## config.mk

```make
export PLATFORM = sky130hd
export DESIGN_NAME = alu_sequencer_flat
export DESIGN_NICKNAME = d
export VERILOG_FILES = /design/src/rtl/alu_seq_pkg.sv /design/src/rtl/alu_sequencer_if.sv /design/src/rtl/alu_sequencer_alu.sv /design/src/rtl/alu_sequencer.sv /design/src/flat_wrapper.sv
export SDC_FILE = /design/constraint.sdc
export NUM_CORES = 1
export LEC_CHECK = 0
export BUFFER_PORTS_ARGS = -buffer_cell sky130_fd_sc_hd__buf_2
export CAP_MARGIN = 30
export CORE_AREA = 2 2 97 99
export DETAILED_ROUTE_END_ITERATION = 16
export DIE_AREA = 0 0 99 101
export PLACE_DENSITY = 0.86
export REMOVE_ABC_BUFFERS = 1
export SYNTH_ARGS = -nofsm -noshare
export SYNTH_HDL_FRONTEND = slang
export SYNTH_SLANG_ARGS = --single-unit
```

## constraint.sdc

```tcl
create_clock -name clk -period 8.8 [get_ports clk]
set_input_delay 1.32 -clock clk [delete_from_list [all_inputs] [get_ports clk]]
set_output_delay 1.32 -clock clk [all_outputs]
set_load 0.01 [all_outputs]
```

## src/rtl/alu_seq_pkg.sv

```systemverilog
// Shared types and constants for the ez8 execute sequencer.
package alu_seq_pkg;

  typedef enum logic [2:0] {
    StIdle,
    StRead,
    StLoad,
    StExec,
    StWrite
  } seq_state_e;

  // Instruction word field positions.
  localparam int unsigned OPC_HI = 15;
  localparam int unsigned OPC_LO = 12;
  localparam int unsigned SEL_HI = 11;
  localparam int unsigned SEL_LO = 9;
  localparam int unsigned DIR    = 8;
  localparam int unsigned OPD_HI = 7;
  localparam int unsigned OPD_LO = 0;

  localparam logic [3:0] OP_GET   = 4'h0;
  localparam logic [3:0] OP_SHIFT = 4'h1;
  localparam logic [3:0] OP_ARITH = 4'h2;
  localparam logic [3:0] OP_LOGIC = 4'h3;
  localparam logic [3:0] OP_SET   = 4'h4;
  localparam logic [3:0] OP_MISC  = 4'hF;

  // Register-class ops take their operand from the register file.
  function automatic logic is_reg_class(input logic [3:0] opc);
    return !opc[2] || (opc == OP_MISC);
  endfunction

endpackage

```

## src/rtl/alu_sequencer_if.sv

```systemverilog
// Instruction handshake, register-file port and architectural state outputs.
interface alu_sequencer_if;
  logic [15:0] instr;
  logic        instr_valid;
  logic        instr_ready;
  logic        reg_req;
  logic        reg_we;
  logic [7:0]  reg_addr;
  logic [7:0]  reg_wdata;
  logic        reg_gnt;
  logic [7:0]  reg_rdata;
  logic [7:0]  accum_out;
  logic        z_flag;
  logic        c_flag;
  logic        done;
  logic        err;

  modport slave (
    input  instr, instr_valid, reg_gnt, reg_rdata,
    output instr_ready, reg_req, reg_we, reg_addr, reg_wdata,
           accum_out, z_flag, c_flag, done, err
  );

  modport master (
    output instr, instr_valid, reg_gnt, reg_rdata,
    input  instr_ready, reg_req, reg_we, reg_addr, reg_wdata,
           accum_out, z_flag, c_flag, done, err
  );
endinterface

```

## src/rtl/alu_sequencer_alu.sv

```systemverilog
// Combinational ez8 ALU: computes result, flags and write enables for one op.
module alu
  import alu_seq_pkg::*;
(
  input  logic [3:0] opcode_i,
  input  logic [2:0] selector_i,
  input  logic       direction_i,
  input  logic [7:0] operand_i,
  input  logic [7:0] regvalue_i,
  input  logic [7:0] accum_i,
  input  logic       cin_i,
  output logic [7:0] result_o,
  output logic       zout_o,
  output logic       cout_o,
  output logic       accum_write_o,
  output logic       reg_write_o,
  output logic       z_write_o,
  output logic       c_write_o
);

  logic [7:0] val;
  logic [8:0] sum;
  logic       use_dir;

  // Decode op; direction=0 targets ACC, direction=1 targets the register.
  always_comb begin
    val           = is_reg_class(opcode_i) ? regvalue_i : operand_i;
    sum           = 9'd0;
    use_dir       = 1'b0;
    accum_write_o = 1'b0;
    reg_write_o   = 1'b0;
    z_write_o     = 1'b0;
    c_write_o     = 1'b0;
    if (opcode_i == OP_MISC) begin
      use_dir   = 1'b1;
      z_write_o = 1'b1;
      c_write_o = 1'b1;
      case (selector_i)
        3'd0:    sum = {1'b0, val} + 9'd1;
        3'd1:    sum = {1'b0, val} + 9'h0ff;
        default: sum = 9'd0;
      endcase
    end else if (!opcode_i[3]) begin
      case ({2'b00, opcode_i[1:0]})
        OP_GET: begin
          // LD copies the value into ACC; PUT stores ACC to the register.
          if (direction_i) begin
            sum         = {1'b0, accum_i};
            reg_write_o = 1'b1;
          end else begin
            sum           = {1'b0, val};
            accum_write_o = 1'b1;
            z_write_o     = 1'b1;
          end
        end
        OP_SHIFT: begin
          use_dir   = 1'b1;
          z_write_o = 1'b1;
          c_write_o = 1'b1;
          case (selector_i)
            3'd1:    sum = {val[0], 1'b0, val[7:1]};
            3'd2:    sum = {val, cin_i};
            3'd3:    sum = {val[0], cin_i, val[7:1]};
            default: sum = {val, 1'b0};
          endcase
        end
        OP_ARITH: begin
          use_dir   = 1'b1;
          z_write_o = 1'b1;
          c_write_o = 1'b1;
          case (selector_i)
            3'd1:    sum = {1'b0, accum_i} + {1'b0, ~val} + 9'd1;
            3'd2:    sum = {1'b0, accum_i} + {1'b0, val} + {8'd0, cin_i};
            3'd3:    sum = {1'b0, accum_i} + {1'b0, ~val} + {8'd0, cin_i};
            default: sum = {1'b0, accum_i} + {1'b0, val};
          endcase
        end
        default: begin
          use_dir   = 1'b1;
          z_write_o = 1'b1;
          case (selector_i)
            3'd1:    sum = {1'b0, accum_i | val};
            3'd2:    sum = {1'b0, accum_i ^ val};
            3'd3:    sum = {1'b0, ~val};
            default: sum = {1'b0, accum_i & val};
          endcase
        end
      endcase
    end
    if (use_dir) begin
      accum_write_o = !direction_i;
      reg_write_o   = direction_i;
    end
    result_o = sum[7:0];
    cout_o   = sum[8];
    zout_o   = (sum[7:0] == 8'd0);
  end

endmodule

```

## src/rtl/alu_sequencer.sv

```systemverilog
// Multi-cycle execute controller: fetches register operands, drives the ALU and
// commits ACC, Z/C and register write-backs.
module alu_sequencer
  import alu_seq_pkg::*;
#(
  parameter logic [7:0] ACC_RESET = 8'h00
) (
  input logic            clk,
  input logic            reset,
  alu_sequencer_if.slave bus
);

  seq_state_e  state_q;
  logic [15:0] ir_q;
  logic [7:0]  regv_q, acc_q, wdata_q, addr_q;
  logic        z_q, c_q, req_q, we_q, done_q, err_q, ready_q;

  logic [7:0] alu_result, alu_regvalue;
  logic       alu_zout, alu_cout, alu_acc_we, alu_reg_we, alu_z_we, alu_c_we;
  logic       ir_reg_class;

  assign ir_reg_class = is_reg_class(ir_q[OPC_HI:OPC_LO]);
  // Literal-class ops must not see a stale register value.
  assign alu_regvalue = ir_reg_class ? regv_q : 8'd0;

  alu u_alu (
    .opcode_i      (ir_q[OPC_HI:OPC_LO]),
    .selector_i    (ir_q[SEL_HI:SEL_LO]),
    .direction_i   (ir_q[DIR]),
    .operand_i     (ir_q[OPD_HI:OPD_LO]),
    .regvalue_i    (alu_regvalue),
    .accum_i       (acc_q),
    .cin_i         (c_q),
    .result_o      (alu_result),
    .zout_o        (alu_zout),
    .cout_o        (alu_cout),
    .accum_write_o (alu_acc_we),
    .reg_write_o   (alu_reg_we),
    .z_write_o     (alu_z_we),
    .c_write_o     (alu_c_we)
  );

  // Sequencer FSM with registered handshake and register-port outputs.
  always_ff @(posedge clk or posedge reset) begin
    if (reset) begin
      state_q <= StIdle;
      ir_q    <= 16'd0;
      regv_q  <= 8'd0;
      acc_q   <= ACC_RESET;
      wdata_q <= 8'd0;
      addr_q  <= 8'd0;
      z_q     <= 1'b0;
      c_q     <= 1'b0;
      req_q   <= 1'b0;
      we_q    <= 1'b0;
      done_q  <= 1'b0;
      err_q   <= 1'b0;
      ready_q <= 1'b1;
    end else begin
      done_q <= 1'b0;
      err_q  <= 1'b0;
      case (state_q)
        StIdle: begin
          if (bus.instr_valid && ready_q) begin
            ir_q    <= bus.instr;
            ready_q <= 1'b0;
            if (is_reg_class(bus.instr[OPC_HI:OPC_LO])) begin
              req_q   <= 1'b1;
              we_q    <= 1'b0;
              addr_q  <= bus.instr[OPD_HI:OPD_LO];
              state_q <= StRead;
            end else begin
              state_q <= StExec;
            end
          end
        end
        StRead: begin
          if (bus.reg_gnt) begin
            req_q   <= 1'b0;
            state_q <= StLoad;
          end
        end
        StLoad: begin
          regv_q  <= bus.reg_rdata;
          state_q <= StExec;
        end
        StExec: begin
          if (alu_acc_we) acc_q <= alu_result;
          if (alu_z_we)   z_q   <= alu_zout;
          if (alu_c_we)   c_q   <= alu_cout;
          if (alu_reg_we && ir_reg_class) begin
            wdata_q <= alu_result;
            req_q   <= 1'b1;
            we_q    <= 1'b1;
            state_q <= StWrite;
          end else begin
            // A register write from a literal op has no address to go to.
            err_q   <= alu_reg_we;
            done_q  <= 1'b1;
            ready_q <= 1'b1;
            state_q <= StIdle;
          end
        end
        StWrite: begin
          if (bus.reg_gnt) begin
            req_q   <= 1'b0;
            we_q    <= 1'b0;
            done_q  <= 1'b1;
            ready_q <= 1'b1;
            state_q <= StIdle;
          end
        end
        default: state_q <= StIdle;
      endcase
    end
  end

  assign bus.instr_ready = ready_q;
  assign bus.reg_req     = req_q;
  assign bus.reg_we      = we_q;
  assign bus.reg_addr    = addr_q;
  assign bus.reg_wdata   = wdata_q;
  assign bus.accum_out   = acc_q;
  assign bus.z_flag      = z_q;
  assign bus.c_flag      = c_q;
  assign bus.done        = done_q;
  assign bus.err         = err_q;

endmodule

```

## src/flat_wrapper.sv

```systemverilog
// flat-port wrapper written by rule: the top's interface ports become plain ports
module alu_sequencer_flat import alu_seq_pkg::*;
#(
  parameter logic [7:0] ACC_RESET = 8'h00
)
  (clk, reset, bus_instr, bus_instr_valid, bus_reg_gnt, bus_reg_rdata, bus_instr_ready, bus_reg_req, bus_reg_we, bus_reg_addr, bus_reg_wdata, bus_accum_out, bus_z_flag, bus_c_flag, bus_done, bus_err);
  alu_sequencer_if bus_i ();
  input logic clk;
  input logic reset;
  input wire logic [$bits(bus_i.instr)-1:0] bus_instr;
  input wire logic [$bits(bus_i.instr_valid)-1:0] bus_instr_valid;
  input wire logic [$bits(bus_i.reg_gnt)-1:0] bus_reg_gnt;
  input wire logic [$bits(bus_i.reg_rdata)-1:0] bus_reg_rdata;
  output wire logic [$bits(bus_i.instr_ready)-1:0] bus_instr_ready;
  output wire logic [$bits(bus_i.reg_req)-1:0] bus_reg_req;
  output wire logic [$bits(bus_i.reg_we)-1:0] bus_reg_we;
  output wire logic [$bits(bus_i.reg_addr)-1:0] bus_reg_addr;
  output wire logic [$bits(bus_i.reg_wdata)-1:0] bus_reg_wdata;
  output wire logic [$bits(bus_i.accum_out)-1:0] bus_accum_out;
  output wire logic [$bits(bus_i.z_flag)-1:0] bus_z_flag;
  output wire logic [$bits(bus_i.c_flag)-1:0] bus_c_flag;
  output wire logic [$bits(bus_i.done)-1:0] bus_done;
  output wire logic [$bits(bus_i.err)-1:0] bus_err;
  assign bus_i.instr = bus_instr;
  assign bus_i.instr_valid = bus_instr_valid;
  assign bus_i.reg_gnt = bus_reg_gnt;
  assign bus_i.reg_rdata = bus_reg_rdata;
  assign bus_instr_ready = bus_i.instr_ready;
  assign bus_reg_req = bus_i.reg_req;
  assign bus_reg_we = bus_i.reg_we;
  assign bus_reg_addr = bus_i.reg_addr;
  assign bus_reg_wdata = bus_i.reg_wdata;
  assign bus_accum_out = bus_i.accum_out;
  assign bus_z_flag = bus_i.z_flag;
  assign bus_c_flag = bus_i.c_flag;
  assign bus_done = bus_i.done;
  assign bus_err = bus_i.err;
  alu_sequencer #(.ACC_RESET(ACC_RESET)) u_core (.clk(clk), .reset(reset), .bus(bus_i));
endmodule
```

==> out/summary.txt, run 1 <==
status: complete, no violations
top cell type's share of synthesized area: 27.2%
Rel. slew slack: 36.0%
net load switching power: 0.132 mW
most frequent cells in the layout: 59 x buf_2, 57 x dfrtp_1, 56 x nand2_1, 46 x o21ai_0, 41 x mux2_2
Area contributors post-synth: dfrtp_1 27%, mux2_2 8.8%, ha_1 7.1%
maximum clock insertion buffer count: 2
vias in the first global route: 5129
initial antenna violation count: 0
part of the Yosys area used for sequential elements: 27.7%
Final setup viols: 0
H-tree depth: 3
share of cells above drive strength 1: 22.6%
Worst Clk Skew: 0.0121 ns
critical path launch point: u_core.ir_q[12]$_DFFE_PP0P_
initial DRC count: 592
Int Pwr: 0.462 mW
DP Area: 5610 µm²
Ys Warns: 0
RSZ-0062 raised after global routing: false
Port Buf Inserts: 58
Hold Startpoint: u_core.bus.reg_wdata[5]$_DFFE_PP0P_
Hold WC Path Type: flop to flop
# fillers: 726
Post-DRT Antenna Nets: 0
Reg2Reg Depth: 16
CTS Buf Count: 9
switching part of the total: 22.2%
Starting Density: 58.5%
Max IR drop VDD: 130 µV
# Max-Cap Violations: 0
fraction of registers with async set/reset: 100%
PD cells: 101 nW/µm²
EDFF count, synth: 0
GRT overflow: 0
DRT Pass-1 Iters: 6
largest net degree at the start of global routing: 59
gpl congestion: 0.991
final wirelength: 16300 µm
Reg-to-Reg Start: u_core.ir_q[12]$_DFFE_PP0P_
Num Clock Sinks: 58
most common flop cell mapped by yosys: dfrtp_1
static leakage: 2.73 nW
area grow syn2layout: 11.5%
die area: 10000 µm²
IO Pins: 59
routed len/inst: 21.4 µm
Netlist cell types: 76
die height: 101 µm
worst-margin pin slew: 0.958 ns
cts-stage hold buffer count: 0
HPWL Detailed: 12100 µm
clock share of power: 52.9%
worst-path fanout max: 21
cell taking the most area after synthesis: dfrtp_1
width of the chip: 99 µm
clock root cell: clkbuf_8
worst hold margin: 0.482 ns
Nets: 705
final instance area: 5860 µm²
period utilization: 62.4%
# Post-CTS Setup Buffers: 0
vias per cell: 6.69
element type at the critical path end: flop
Syn Area/Cell: 8.78 µm²
sequential power share: 44.9%
post-synthesis cell area: 5250 µm²
CTS resizes: 0
Multi-input gate area: 3560 µm²
crit path launch type: flop
CTS tree: built
# DRC: 0
core box area: 8980 µm²
combinational share of power: 2.2%
post-route non-filler standard cell count: 761
Antenna diodes: 0
total track usage: 33.3%
via count: 5089
register area: 1450 µm²
arrival time worst endpoint: 5.71 ns
Setup TNS Final: 0 ns
fmax: 182 MHz
endpoints failing hold: 0
Gate Count Post-Synth: 598
Skew-Pair Late Insertion Delay: 0.35 ns
Inst Count DP: 745
Worst Path Required: 9.03 ns
commonest non-fill, non-tap cell in the layout: buf_2
Crit Path Class: flop to flop
Slew Viols, Final: 0
Std-Cell Rows: 35
Synth Register Bits: 58
global-route wire length before repair: 26400 µm
Clk pin slew, worst setup/hold paths: 0.07 ns
Hold Path Stages: 2
min Tclk post-route: 5.49 ns
-- worst paths after layout --
path,to,slack (ns)
setup / recovery,u_core.bus.reg_wdata[7]$_DFFE_PP0P_,3.31
setup reg to reg,u_core.bus.reg_wdata[7]$_DFFE_PP0P_,3.31
hold / removal,u_core.bus.reg_wdata[5]$_DFFE_PP0P_,0.48
max in group asynchronous,u_core.bus.reg_wdata[7]$_DFFE_PP0P_,7.12
min in group asynchronous,u_core.bus.reg_addr[3]$_DFFE_PP0P_,1.19
hold reg to reg,u_core.bus.reg_wdata[5]$_DFFE_PP0P_,0.48
-- cells in the mapped netlist (3+ instances only) --
master and n:
o21bai_1 3, mux2i_2 3, or3_1 3, a211oi_1 11, nor2_1 34, nor2b_1 17
clkbuf_1 22, a221oi_1 10, o211ai_1 8, o221ai_1 4, o31ai_1 7, ha_1 30
dfrtp_1 57, nor3_1 12, xnor2_1 9, xor2_1 7, nand3b_1 4, o21a_1 4
nand2b_1 9, inv_1 28, a211o_1 3, a22oi_1 5, a21o_1 9, mux2i_1 13
a21boi_0 6, nand2_1 56, a22o_1 3, a21oi_1 33, a221o_1 3, o2111ai_1 3
o22ai_1 4, o21ai_0 46, and2_1 10, nor3b_1 4, nand3_1 14, buf_2 4
a31oi_1 11, mux2_2 41
-- state kept, by name (all words and copies together), names as in the netlist --
signal / count
u_core.bus.accum_out: 8
u_core.bus.c_flag: 1
u_core.bus.done: 1
u_core.bus.err: 1
u_core.bus.instr_ready: 1
u_core.bus.reg_addr: 8
u_core.bus.reg_req: 1
u_core.bus.reg_wdata: 8
u_core.bus.reg_we: 1
u_core.bus.z_flag: 1
u_core.ir_q: 16
u_core.regv_q: 8
u_core.state_q: 3
-- power by group through the flow --
stage	sequential [mW]	combinational (mW)	clock (mW)
final	0.266	0.0132	0.314
after global routing	0.266	0.0156	0.325
after CTS	0.266	0.0135	0.316
after detailed placement	0.272	0.0134	0
after global placement	0.272	0.0128	0
after floorplan	0.272	0.00459	0
-- cell type report --
type / count / share of cell area [%]
repair buffers: 66 / 5.94
flip-flops and latches: 58 / 24.8
clock buffers: 9 / 2.12
clock inverters: 7 / 2.14
multi-input cells: 482 / 60.8
well taps: 111 / 2.37
inverters: 28 / 1.79
-- metrics by stage --
step | utilization, % | setup slack [ns] | total power [mW]
floorplan | - | 4.49 | 0.276
global placement | 62.4 | 3.53 | 0.284
detailed placement | 62.5 | 3.50 | 0.285
CTS | 65.2 | 3.45 | 0.596
global route | 65.2 | 2.99 | 0.607
finish | 65.2 | 3.31 | 0.594
-- critical path, stage by stage, from the launching register on --
cell	delay (ns)
dfrtp_1	0.41
ha_1	0.23
buf_4	0.22
a21boi_2	0.68
mux2i_2	0.67
inv_1	0.27
ha_1	0.41
nor2b_1	0.17
mux2i_1	0.11
a32o_2	0.37
a211oi_1	0.33
a2111oi_4	0.12
nor4b_1	0.42
nor3_1	0.10
o31ai_1	0.33
nand3_1	0.21
mux2_2	0.31
-- layer usage --
metal	part of all wire, %	wire, µm	GRT usage, %
met5	0	0	0
met4	3.1	508	13.3
met3	8.9	1450	6.93
met2	47	7700	55.6
met1	41	6620	42.5
-- cell families (layout without fill, tap and decap cells) --
kind of cell,Yosys count,after routing,share of synthesized area (%)
compound gates,196,196,26.5
simple gates,176,176,16.7
mux,60,60,13.2
flops,58,58,27.7
buf+inv,58,110,4.60
fa+ha+maj,32,32,7.91
xor+xnor,18,18,3.41
(Power assumes the default switching activity.)
==> inputs of run 2 (changes only) <==
--- a/config.mk
+++ b/config.mk
@@ -5,11 +5,12 @@
 export SDC_FILE = /design/constraint.sdc
 export NUM_CORES = 1
 export LEC_CHECK = 0
+export ABC_AREA = 1
 export BUFFER_PORTS_ARGS = -buffer_cell sky130_fd_sc_hd__buf_2
 export CAP_MARGIN = 30
-export CORE_AREA = 2 2 97 99
+export CORE_AREA = 2 2 96 98
 export DETAILED_ROUTE_END_ITERATION = 16
-export DIE_AREA = 0 0 99 101
+export DIE_AREA = 0 0 98 100
 export PLACE_DENSITY = 0.86
 export REMOVE_ABC_BUFFERS = 1
 export SYNTH_ARGS = -nofsm -noshare
==> constraint.sdc (replaced) <==
create_clock -name clk -period 5.2 [get_ports clk]
set_input_delay 0.78 -clock clk [delete_from_list [all_inputs] [get_ports clk]]
set_output_delay 0.78 -clock clk [all_outputs]
set_load 0.01 [all_outputs]
==> out/summary.txt, run 2 <==
post-route non-filler standard cell count: 917
Port Buf Inserts: 58
Starting Density: 57.4%
# DRC: 0
Top cell by count, worst path: nand2_1
initial antenna violation count: 0
post-synthesis cell area: 5100 µm²
RSZ-0062 raised after global routing: false
Largest Register: u_core.ir_q
part of the Yosys area used for sequential elements: 28.5%
Nets: 861
Max IR drop VDD: 277 µV
Clk pin slew, worst setup/hold paths: 0.08 ns
# Max-Cap Violations: 0
switching part of the total: 27.3%
PD cells: 170 nW/µm²
CTS resizes: 0
cell taking the most area after synthesis: dfrtp_1
Synth Register Bits: 58
Worst Clk Skew: 0.0102 ns
Int Pwr: 0.706 mW
share of cells above drive strength 1: 19.9%
Hold Path Stages: 2
Final setup viols: 0
Slew Viols, Final: 0
R2R Path End: u_core.bus.z_flag$_DFFE_PP0P_
Hold Startpoint: u_core.ir_q[7]$_DFFE_PP0P_
DRT Pass-1 Iters: 6
endpoints failing hold: 0
EDFF count, synth: 0
Gate Count Post-Synth: 739
status: complete, no violations
Crit-path slowest cell: dfrtp_1
most frequent cells in the layout: 212 x nand2_1, 83 x inv_1, 68 x o21ai_0, 58 x buf_2, 57 x dfrtp_1
die height: 100 µm
Worst Path Required: 5.47 ns
global-route wire length before repair: 25900 µm
Commonest cells post-synth: 212 x nand2_1, 84 x inv_1, 68 x o21ai_0
most common flop cell mapped by yosys: dfrtp_1
combinational share of power: 9.8%
Hold WC Path Type: flop to flop
Inst Count DP: 901
max reg flops: 16
core box area: 8890 µm²
Post-DRT Antenna Nets: 0
arrival time worst endpoint: 4.39 ns
Reg2Reg Depth: 27
Ys Warns: 0
Synth Area in XOR/XNOR: 0.858%
min Tclk post-route: 4.12 ns
H-tree depth: 3
# Post-CTS Setup Buffers: 0
sequential power share: 47.0%
static leakage: 3.05 nW
Skew-Pair Late Insertion Delay: 0.34 ns
cts-stage hold buffer count: 0
WP buf/inv: 1
top cell type's share of synthesized area: 28.0%
IO Pins: 59
Rel. slew slack: 44.9%
final wirelength: 15800 µm
CTS tree: built
area grow syn2layout: 11.7%
Antenna diodes: 0
element type at the critical path end: flop
gpl congestion: 0.969
delay-heaviest family, CP: simple AND/OR/NAND/NOR gates
Post-Synth Simple-Gate Area: 34.4%
total track usage: 33.3%
largest net degree at the start of global routing: 59
width of the chip: 98 µm
initial DRC count: 320
clock root cell: clkbuf_8
Area contributors post-synth: dfrtp_1 28%, nand2_1 16%, ha_1 7.4%
count leader, synth: nand2_1
period utilization: 79.2%
Std-Cell Rows: 35
worst-path fanout max: 12
largest family of logic cells by synthesized area: simple AND/OR/NAND/NOR gates
worst-margin pin slew: 0.818 ns
clock share of power: 43.2%
Compound-Gate Fraction of Synth Area: 16.2%
fraction of registers with async set/reset: 100%
net load switching power: 0.265 mW
Adder-Cell Fraction of Synth Area: 8.14%
hold path endpoint: u_core.ir_q[7]$_DFFE_PP0P_
Setup TNS Final: 0 ns
routed len/inst: 17.2 µm
fmax: 243 MHz
Crit Path Class: flop to flop
multiplexer area fraction after synthesis: 3.31%
via count: 5255
GRT overflow: 0
maximum clock insertion buffer count: 2
CTS Buf Count: 9
Reg-to-Reg Start: u_core.ir_q[12]$_DFFE_PP0P_
vias in the first global route: 5378
setup slack, reg-to-reg: 1.08 ns
commonest non-fill, non-tap cell in the layout: nand2_1
die area: 9800 µm²
vias per cell: 5.73
crit path launch type: flop
Crit path largest cell delay: 0.40 ns
Netlist cell types: 52
Syn Area/Cell: 6.90 µm²
HPWL Detailed: 12300 µm
Design Power: 0.971 mW
Num Clock Sinks: 58
==> run 2: power groups by stage <==
stage	registers (mW)	clock network [mW]	logic, mW
2_1_floorplan	0.464	0	0.0628
3_3_place_gp	0.465	0	0.0910
5_1_grt	0.457	0.442	0.107
4_1_cts	0.456	0.428	0.0937
3_5_place_dp	0.465	0	0.0934
6_report	0.457	0.419	0.0947
==> run 2: logic make-up after synthesis <==
group                    after synthesis
AO/OA/AOI/OAI                        145
XOR/XNOR                               5
buffers and inverters                110
AND/OR/NAND/NOR                      374
flip-flops                            58
adder cells (fa/ha/maj)               32
multiplexers                          15
==> run 2: worst max-delay path by stage <==
stage / to / startpoint / slack (ns) / depth (start not counted)
floorplan: u_core.bus.z_flag$_DFFE_PP0P_ / u_core.ir_q[12]$_DFFE_PP0P_ / 1.77 / 27
global placement: u_core.bus.z_flag$_DFFE_PP0P_ / u_core.ir_q[12]$_DFFE_PP0P_ / 1.35 / 27
detailed placement: u_core.bus.z_flag$_DFFE_PP0P_ / u_core.ir_q[12]$_DFFE_PP0P_ / 1.20 / 27
CTS: u_core.bus.z_flag$_DFFE_PP0P_ / u_core.ir_q[12]$_DFFE_PP0P_ / 1.15 / 27
global route: u_core.bus.z_flag$_DFFE_PP0P_ / u_core.ir_q[12]$_DFFE_PP0P_ / 0.71 / 27
finish: u_core.bus.z_flag$_DFFE_PP0P_ / u_core.ir_q[12]$_DFFE_PP0P_ / 1.08 / 27
==> run 2: cell type report <==
cell class | count | area (µm²)
Multi-Input combinational cell | 571 | 3210
Sequential cell | 58 | 1450
Inverter | 96 | 360
Timing Repair Buffer | 65 | 343
Clock inverter | 7 | 68.8
Fill cell | 808 | 3190
Clock buffer | 9 | 124
Tap cell | 111 | 139
==> run 2: per-stage QoR <==
step | hold slack (ns) | worst slack (ns) | instance area (µm²) | util, %
6_report | 0.478 | 1.08 | 5700 | 64.1
5_1_grt | 0.499 | 0.706 | 5700 | 64.1
4_1_cts | 0.480 | 1.15 | 5700 | 64.1
3_5_place_dp | 0.461 | 1.20 | 5510 | 61.9
3_3_place_gp | 0.455 | 1.35 | 5510 | 61.9
2_1_floorplan | 0.437 | 1.77 | 5020 | -
==> run 2: worst reg2reg max path, delay by kind of cell (launching register included) <==
family | cells | cell delay [ns]
AOI/OAI and AO/OA | 3 | 0.51
adders and majority gates | 4 | 1.25
buffers and inverters | 1 | 0.07
DFF | 1 | 0.40
and+or+nand+nor | 19 | 1.84
==> run 2: per-layer routing <==
metal | routed length, µm | vias to the layer above | global-route usage, %
met2 | 7800 | 215 | 60.1
met4 | 417 | 0 | 14.5
li1 | - | 2573 | -
met5 | 0 | - | 0
met3 | 859 | 32 | 3.97
met1 | 6710 | 2435 | 40.1
==> inputs of run 3 (changes only) <==
--- a/config.mk
+++ b/config.mk
@@ -8,10 +8,10 @@
 export ABC_AREA = 1
 export BUFFER_PORTS_ARGS = -buffer_cell sky130_fd_sc_hd__buf_2
 export CAP_MARGIN = 30
-export CORE_AREA = 2 2 96 98
+export CORE_AREA = 2 2 101 103
 export DETAILED_ROUTE_END_ITERATION = 16
-export DIE_AREA = 0 0 98 100
-export PLACE_DENSITY = 0.86
+export DIE_AREA = 0 0 103 105
+export PLACE_DENSITY = 0.82
 export REMOVE_ABC_BUFFERS = 1
 export SYNTH_ARGS = -nofsm -noshare
 export SYNTH_HDL_FRONTEND = slang
==> constraint.sdc (replaced) <==
create_clock -name clk -period 3.66 [get_ports clk]
set_input_delay 0.549 -clock clk [delete_from_list [all_inputs] [get_ports clk]]
set_output_delay 0.549 -clock clk [all_outputs]
set_load 0.01 [all_outputs]
==> out/summary.txt, run 3 (synthesized netlist as in run 2, its figures left out) <==
HPWL Detailed: 11400 µm
Slew Viols, Final: 0
Hold WC Path Type: input port to async pin
delay-heaviest family, CP: simple AND/OR/NAND/NOR gates
max reg flops: 16
Clk pin slew, worst setup/hold paths: 0.07 ns
global-route wire length before repair: 24000 µm
Design Power: 1.43 mW
H-tree depth: 3
commonest non-fill, non-tap cell in the layout: nand2_1
Nets: 883
routed len/inst: 15.4 µm
die height: 105 µm
Crit-path slowest cell: dfrtp_1
worst-path fanout max: 9
Rel. slew slack: 40.9%
min Tclk post-route: 3.38 ns
post-route non-filler standard cell count: 961
period utilization: 92.4%
cts-stage hold buffer count: 0
total track usage: 28.2%
Post-DRT Antenna Nets: 0
Crit path largest cell delay: 0.42 ns
# DRC: 0
Top cell by count, worst path: nand2_1
share of cells above drive strength 1: 23.7%
CTS tree: built
width of the chip: 103 µm
most frequent cells in the layout: 210 x nand2_1, 81 x inv_1, 65 x o21ai_0, 58 x buf_2, 56 x dfrtp_1
Std-Cell Rows: 36
via count: 5354
# fillers: 881
PD cells: 238 nW/µm²
element type at the critical path end: flop
Worst Clk Skew: 0.00679 ns
status: complete, no violations
arrival time worst endpoint: 3.56 ns
vias in the first global route: 5173
WP buf/inv: 2
Crit Path Class: flop to flop
initial antenna violation count: 0
die area: 10800 µm²
final wirelength: 14800 µm
Largest Register: u_core.ir_q
Antenna diodes: 0
maximum clock insertion buffer count: 2
Skew-Pair Late Insertion Delay: 0.33 ns
largest net degree at the start of global routing: 42
GRT overflow: 0
Reg2Reg Depth: 22
initial DRC count: 533
# Max-Cap Violations: 0
Final setup viols: 0
static leakage: 3.16 nW
worst-margin pin slew: 0.880 ns
critical path depth: 22
Worst Path Required: 3.84 ns
crit path launch type: flop
vias per cell: 5.57
IO Pins: 59
Port Buf Inserts: 58
fmax: 296 MHz
endpoints failing hold: 0
CTS Buf Count: 9
Max IR drop VDD: 394 µV
Inst Count DP: 940
DRT Pass-1 Iters: 5
Starting Density: 52.9%
Num Clock Sinks: 58
gpl congestion: 1.02
crit path cell chain: ha_4 > nand2_4 > nand2_4 > buf_4 > nand2_2 > nand2_1 > ha_1 > inv_1 > o21ai_0 > a31o_2 > xor2_1 > or2_2 > nand2_2 > nand3_2 > nand3_1 > nand2_1 > nand2_1 > nand2_1 > nand2_1 > nand2_1 > nand2_1 > o21ai_0
clock root cell: clkbuf_8
core box area: 9640 µm²
area grow syn2layout: 17.7%
-- run 3: cell types whose count changed in the layout (fill, tap and decap cells not counted), moves of 2 or more --
cell / delta
buf_4: +21
clkbuf_1: +2
ha_1: -6
ha_4: +5
inv_1: -2
nand2_1: -2
nand2_2: +2
o21ai_0: -3
o21ai_2: +2
-- run 3: per-stage QoR --
step           util [%]   TNS, ns  setup WS [ns]  cell area [µm²]  hold slack (ns)
5_1_grt            62.3   -0.0296        -0.0296             6000            0.437
2_1_floorplan         -         0          0.233             5020            0.437
3_3_place_gp       58.7         0         0.0962             5660            0.450
6_report           62.3         0          0.277             6000            0.382
3_5_place_dp       58.7  -0.00115       -0.00115             5660            0.458
4_1_cts            60.9         0         0.0238             5870            0.398
-- run 3: timing repair --
action,4_1_cts,5_1_grt
pin swaps,0,11
setup buffers,0,4
setup endpoints to repair,1,10
hold endpoints to repair,0,0
gates resized for setup,1,23
gates cloned,0,1
-- run 3: layout make-up --
cell class	count	area, µm²	area share [%]
clock buffers	11	131	2.19
clock inverters	5	78.8	1.31
inverters	96	364	6.06
multi-input cells	572	3310	55.1
flip-flops and latches	58	1450	24.2
well taps	133	166	2.77
repair buffers	86	500	8.34
-- run 3: worst paths after layout --
path,start,to,slack [ns]
setup reg to reg,u_core.ir_q[13]$_DFFE_PP0P_,u_core.bus.accum_out[6]$_DFFE_PP0P_,0.28
max in group asynchronous,reset,u_core.regv_q[7]$_DFFE_PP0N_,2.51
min in group clk,bus_instr[10],u_core.ir_q[10]$_DFFE_PP0P_,0.42
setup / recovery,u_core.ir_q[13]$_DFFE_PP0P_,u_core.bus.accum_out[6]$_DFFE_PP0P_,0.28
hold reg to reg,u_core.ir_q[7]$_DFFE_PP0P_,u_core.ir_q[7]$_DFFE_PP0P_,0.47
hold / removal,reset,u_core.bus.reg_addr[2]$_DFFE_PP0P_,0.38
-- run 3: per-layer routing --
metal  track usage [%]  part of all wire (%)  vias to the layer above
li1                  -                     -                     2610
met1              36.0                    41                     2471
met2              46.7                    48                      240
met3              5.95                   7.0                       33
met4              9.96                   3.4                        0
met5                 0                     0                        -
-- run 3: where the power goes --
group          internal (mW)  switching, mW
sequential             0.646        0.00402
combinational         0.0549         0.0902
clock                  0.383          0.254
total                   1.08          0.348
